`src/rtl/bcd_pkg.sv`:
```
// bcd_pkg: shared preset modes, BCD limits and nibble sanitizing for the BCD counter
package bcd_pkg;
  typedef enum logic [1:0] {
    MODE_CLEAR    = 2'b00,
    MODE_LOAD_HI  = 2'b01,
    MODE_LOAD_MAX = 2'b10,
    MODE_LOAD_LO  = 2'b11
  } mode_t;
  localparam logic [3:0] BCD_MAX = 4'd9;
  function automatic logic [3:0] bcd_sanitize(input logic [3:0] nibble);
    return (nibble > BCD_MAX) ? 4'd0 : nibble;
  endfunction
endpackage

```
`src/rtl/bcd_digit.sv`:
```
// bcd_digit: combinational single BCD digit step with carry/borrow in and out
module bcd_digit
  import bcd_pkg::*;
(
  input  logic [3:0] in,
  input  logic       up,
  input  logic       cin,
  output logic [3:0] out,
  output logic       cout
);
  always_comb begin
    cout = cin & (up ? (in == BCD_MAX) : (in == 4'd0));
    out  = !cin ? in :
           up   ? ((in == BCD_MAX) ? 4'd0 : in + 4'd1) :
                  ((in == 4'd0) ? BCD_MAX : in - 4'd1);
  end
endmodule

```
`src/rtl/bcd_updown_counter.sv`:
```
// bcd_updown_counter: prescaled N-digit BCD up/down counter with preset load and wrap/saturate
module bcd_updown_counter
  import bcd_pkg::*;
#(
  parameter int NUM_DIGITS    = 4,
  parameter int PRESET_DIGITS = 2,
  parameter int TICK_DIV      = 100000
) (
  input  logic                       clk,
  input  logic                       reset,
  input  logic                       enable,
  input  logic                       load_preset,
  input  logic                       addsub,
  input  logic                       wrap_en,
  input  logic [1:0]                 mode,
  input  logic [4*PRESET_DIGITS-1:0] sw,
  output logic [4*NUM_DIGITS-1:0]    data,
  output logic                       at_min,
  output logic                       at_max,
  output logic                       carry_pulse
);
  localparam int DW = 4 * NUM_DIGITS;
  localparam int PW = (TICK_DIV > 1) ? $clog2(TICK_DIV) : 1;
  logic [PW-1:0] pre;
  logic tick, step, range_end;
  logic [DW-1:0] nxt, preset, all9;
  logic [4*PRESET_DIGITS-1:0] swv;
  logic [NUM_DIGITS:0] c;
  assign all9 = {NUM_DIGITS{BCD_MAX}};
  assign tick = (pre == PW'(TICK_DIV - 1));
  assign step = tick & enable;
  assign c[0] = 1'b1;
  assign range_end = c[NUM_DIGITS];
  assign at_min = (data == '0);
  assign at_max = (data == all9);
  for (genvar i = 0; i < NUM_DIGITS; i++) begin : g_digit
    bcd_digit u_digit (
      .in  (data[4*i +: 4]),
      .up  (addsub),
      .cin (c[i]),
      .out (nxt[4*i +: 4]),
      .cout(c[i+1])
    );
  end
  always_comb begin
    swv = '0;
    for (int k = 0; k < PRESET_DIGITS; k++) swv[4*k +: 4] = bcd_sanitize(sw[4*k +: 4]);
    preset = (mode == MODE_LOAD_MAX) ? all9 :
             (mode == MODE_LOAD_HI)  ? DW'(swv) << (4 * (NUM_DIGITS - PRESET_DIGITS)) :
             (mode == MODE_LOAD_LO)  ? DW'(swv) : '0;
  end
  always_ff @(posedge clk) begin
    if (reset) begin
      pre         <= '0;
      data        <= '0;
      carry_pulse <= 1'b0;
    end else begin
      pre         <= tick ? '0 : pre + 1'b1;
      carry_pulse <= !load_preset & step & range_end & wrap_en;
      if (load_preset) data <= preset;
      else if (step && !(range_end && !wrap_en)) data <= nxt;
    end
  end
endmodule

```
`config.mk`:
```
export PLATFORM = sky130hd
export DESIGN_NAME = bcd_updown_counter
export DESIGN_NICKNAME = d
export VERILOG_FILES = /design/src/rtl/bcd_pkg.sv /design/src/rtl/bcd_digit.sv /design/src/rtl/bcd_updown_counter.sv
export SDC_FILE = /design/constraint.sdc
export NUM_CORES = 1
export LEC_CHECK = 0
export CORE_ASPECT_RATIO = 0.5
export CORE_MARGIN = 8
export CORE_UTILIZATION = 35
export DETAILED_ROUTE_END_ITERATION = 10
export SLEW_MARGIN = 20
export SYNTH_ARGS = -nofsm -noshare
export SYNTH_HDL_FRONTEND = slang
export SYNTH_SLANG_ARGS = --single-unit
```
`constraint.sdc`:
```
create_clock -name clk -period 2.7 [get_ports clk]
set_clock_uncertainty 0.15 [all_clocks]
set_input_delay 0.81 -clock clk [delete_from_list [all_inputs] [get_ports clk]]
set_output_delay 0.81 -clock clk [all_outputs]
set_load 0.01 [all_outputs]
```
==> results of run 1 <==
[cell families after synthesis]
| family | Yosys count |
|---|---|
| fa+ha+maj | 1 |
| mux | 11 |
| buf+inv | 36 |
| compound gates | 71 |
| simple gates | 151 |
| flops | 34 |
| xor+xnor | 22 |
[how the worst min path moves through the flow]
stage | depth (start not counted) | slack, ns | startpoint | to
after detailed placement | 1 | 0.32 | pre[0] | pre[0]
final | 1 | 0.32 | pre[0] | pre[0]
after floorplan | 1 | 0.28 | pre[0] | pre[0]
after global placement | 1 | 0.29 | pre[0] | pre[0]
after CTS | 1 | 0.33 | pre[0] | pre[0]
after global routing | 1 | 0.36 | pre[0] | pre[0]
[where the power goes]
group	internal (mW)	total, mW	switching (mW)
Combinational	0.163	0.328	0.165
Sequential	0.519	0.538	0.0189
Clock	0.531	0.764	0.233
Total	1.21	1.63	0.417
[repair_timing]
item / CTS / global route
setup endpoints to repair: 16 / 12
pin swaps: 6 / 5
setup buffers: 0 / 1
resized for setup: 22 / 4
[cell usage in the layout, fill, tap and decap left out, types with 3 or more instances in the layout]
cell             netlist  routed
nor2_1                38      38
dfxtp_1               34      33
clkdlybuf4s50_1        0      31
buf_4                  0      28
nand3_1               22      22
nor2b_1               14      14
o21ai_0               14      14
a21oi_1               13      13
nand2_1               14      13
xnor2_1               12      12
xor2_1                10      10
nor3_1                11       9
nand2b_1               9       9
inv_1                  8       8
nor4_1                 7       7
a31oi_1                7       7
mux2_4                 3       6
o21bai_1               5       5
clkbuf_16              0       5
a32oi_1                4       4
o211ai_1               4       4
and3b_1                4       4
and4_1                 4       4
and2_1                 3       3
nand4_1                3       3
or2_2                  3       3
nor3b_1                3       3
nand3b_1               3       3
a211oi_1               4       3
mux2i_1                3       3
o22ai_1                3       3
or3b_2                 3       3
buf_6                  1       3
[state kept, by name, indices dropped and copies added, names as in the netlist]
signal / flops
pre: 17
carry_pulse: 1
data: 16
[through the flow]
step	total power [mW]	cell area, sq um	setup slack, ns
detailed placement	0.8686	3107	-0.5086
global route	1.701	3334	0.007060
CTS	1.635	3328	-0.07918
global placement	0.8618	3107	-0.4691
floorplan	0.7307	2512	0.01600
finish	1.630	3334	0.05681
[layer usage]
metal	vias to the layer above	share of wire	track usage
met1	1193	0.45	0.1685
met5	-	0	0
li1	1260	-	-
met2	56	0.47	0.2267
met3	8	0.059	0.03421
met4	0	0.013	0.03902
[worst max-delay path, cell delays in order, from the launching register on]
cell and delay [ns]:
dfxtp_2 0.32, or4_4 0.55, nor3_4 0.18, nand2_2 0.09, nor3_2 0.11, buf_2 0.15
[area by class of cell]
cell class | count | area [sq um] | area share
clock buffer | 5 | 125.1 | 0.03752
clock inverter | 3 | 68.82 | 0.02064
inverter | 8 | 30.03 | 0.009006
multi-input combinational | 256 | 1729 | 0.5186
sequential | 34 | 681.9 | 0.2045
tap | 92 | 115.1 | 0.03452
timing repair buffer | 65 | 584.3 | 0.1752
==> impl_metrics.tcl, run 1 <==
set metrics [dict create \
    pin_count 35 \
    routed_wl_um 7045 \
    fin_crit_sh 0.9790 \
    required_ns 1.74 \
    via_per_inst 5.436 \
    instances_no_fill 463 \
    die_width_um 135.8 \
    cts_tree "built" \
    ir_worst_vdd_uv 226.8 \
    rrSetupSlack_ns 0.09 \
    synth_seq_area_share 0.2711 \
    min_period_ns 2.643 \
    drc_errors 0 \
    die_y_um 75.90 \
    synth_fa_ha_area_frac 0.004983 \
    drv_cap 0 \
    hp-class "reg -> reg" \
    r2r-start "data[6]" \
    critPathLaunch "data[6]" \
    ant_nets 0 \
    fin_util 0.4900 \
    root_buffer "clkbuf_16" \
    p_per_area_nw_per_um2 488.7 \
    cts_num_sinks 34 \
    rsz0062_at_grt "true" \
    synth_xor_area_frac 0.07673 \
    first_pass_iters 4 \
    grt_max_degree 31 \
    num_vias 2517 \
    startpoint_type "flip-flop" \
    netlist_top_cells_count "nor2_1 (38), dfxtp_1 (34), clkbuf_1 (25), nand3_1 (22)" \
    area_growth_pct 32.79 \
    yosysTopAreaCellShare 0.2711 \
    clkTransAtPathRegs_ns 0.06 \
    syn_area_sq_um 2511 \
    synth_compound_area_frac 0.2073 \
    tightestPinTransition_ns 0.5540 \
    syn_inst 326 \
    clk_path_buf_depth 2 \
    insertion_delay_ns 0.28 \
    initial_core_util 0.3690 \
    synthSimpleGateAreaFrac 0.3308 \
    ys_warn_count 0 \
    fmax_mhz 378.3 \
    die_area_sq_um 10310 \
    hold_ws_ns 0.3209 \
    grt_pass1_vias 2336 \
    crit_end "at_max" \
    drive_gt1_frac 0.1914 \
    n_antenna_cell 0 \
    p_leak_nw 1.251 \
    antenna_found_initial 0 \
    status "completed" \
    worstReg2RegEnd "data[7]" \
    port_buffers 34 \
    yosysMostFrequentCell "nor2_1" \
    hold_viol 0 \
    dp_hpwl_um 5217 \
    synthFlopType "dfxtp_1" \
    reg2reg_depth 6 \
    htree_levels 2 \
    syn_nets 343 \
    maxSlewHeadroom 0.6273 \
    numCtsBuffers 5 \
    syn_avg_cell_area_sq_um 7.703 \
    end_kind "output pin" \
    grt_first_pass_wirelength_um 11110 \
    slew_violations 0 \
    worstSetupPathType "reg -> out" \
    critPathMaxFanout 2 \
    setup_viol 0 \
    gr-total-overflow 0 \
    nFillCells 651 \
    yosys.area.top_type "dfxtp_1" \
    arrival_ns 1.68 \
    detail_route.wl_per_cell_um 15.22 \
    synth_edf_count 0 \
    synthMuxAreaShare 0.05232 \
    num_rows 21 \
    core_area_sq_um 6805 \
    ys_async_sr_fraction 0 \
    gp_congestion 0.8663 \
    ys_types 54 \
    dp.cells 456 \
    hold_buffers 0 \
    synth_top_cells_by_area "dfxtp_1 (27%), nor2_1 (5.7%), nand3_1 (4.4%), xnor2_1 (4.2%), clkbuf_1 (3.7%)" \
    first_iter_violations 146 \
    synth_top_family_by_area "simple AND/OR/NAND/NOR gates" \
    grtUsageTotal 0.1347 \
    nets 387 \
    setup_tns_ns 0 \
    ys_ff_latch 34 \
]
No activity file was read; power rests on OpenSTA's default activity.
==> run 2, diff against run 1 <==
--- a/config.mk
+++ b/config.mk
@@ -9,7 +9,6 @@
 export CORE_MARGIN = 8
 export CORE_UTILIZATION = 35
 export DETAILED_ROUTE_END_ITERATION = 10
-export SLEW_MARGIN = 20
 export SYNTH_ARGS = -nofsm -noshare
 export SYNTH_HDL_FRONTEND = slang
 export SYNTH_SLANG_ARGS = --single-unit
==> results of run 2 <==
The final DEF is identical to that of run 1; final timing and power are the same.
==> run 3, diff against run 2 <==
--- a/config.mk
+++ b/config.mk
@@ -5,6 +5,7 @@
 export SDC_FILE = /design/constraint.sdc
 export NUM_CORES = 1
 export LEC_CHECK = 0
+export ABC_CLOCK_PERIOD_IN_PS = 2700
 export CORE_ASPECT_RATIO = 0.5
 export CORE_MARGIN = 8
 export CORE_UTILIZATION = 35
==> results of run 3 <==
The final DEF is identical to that of run 1; final timing and power are the same.
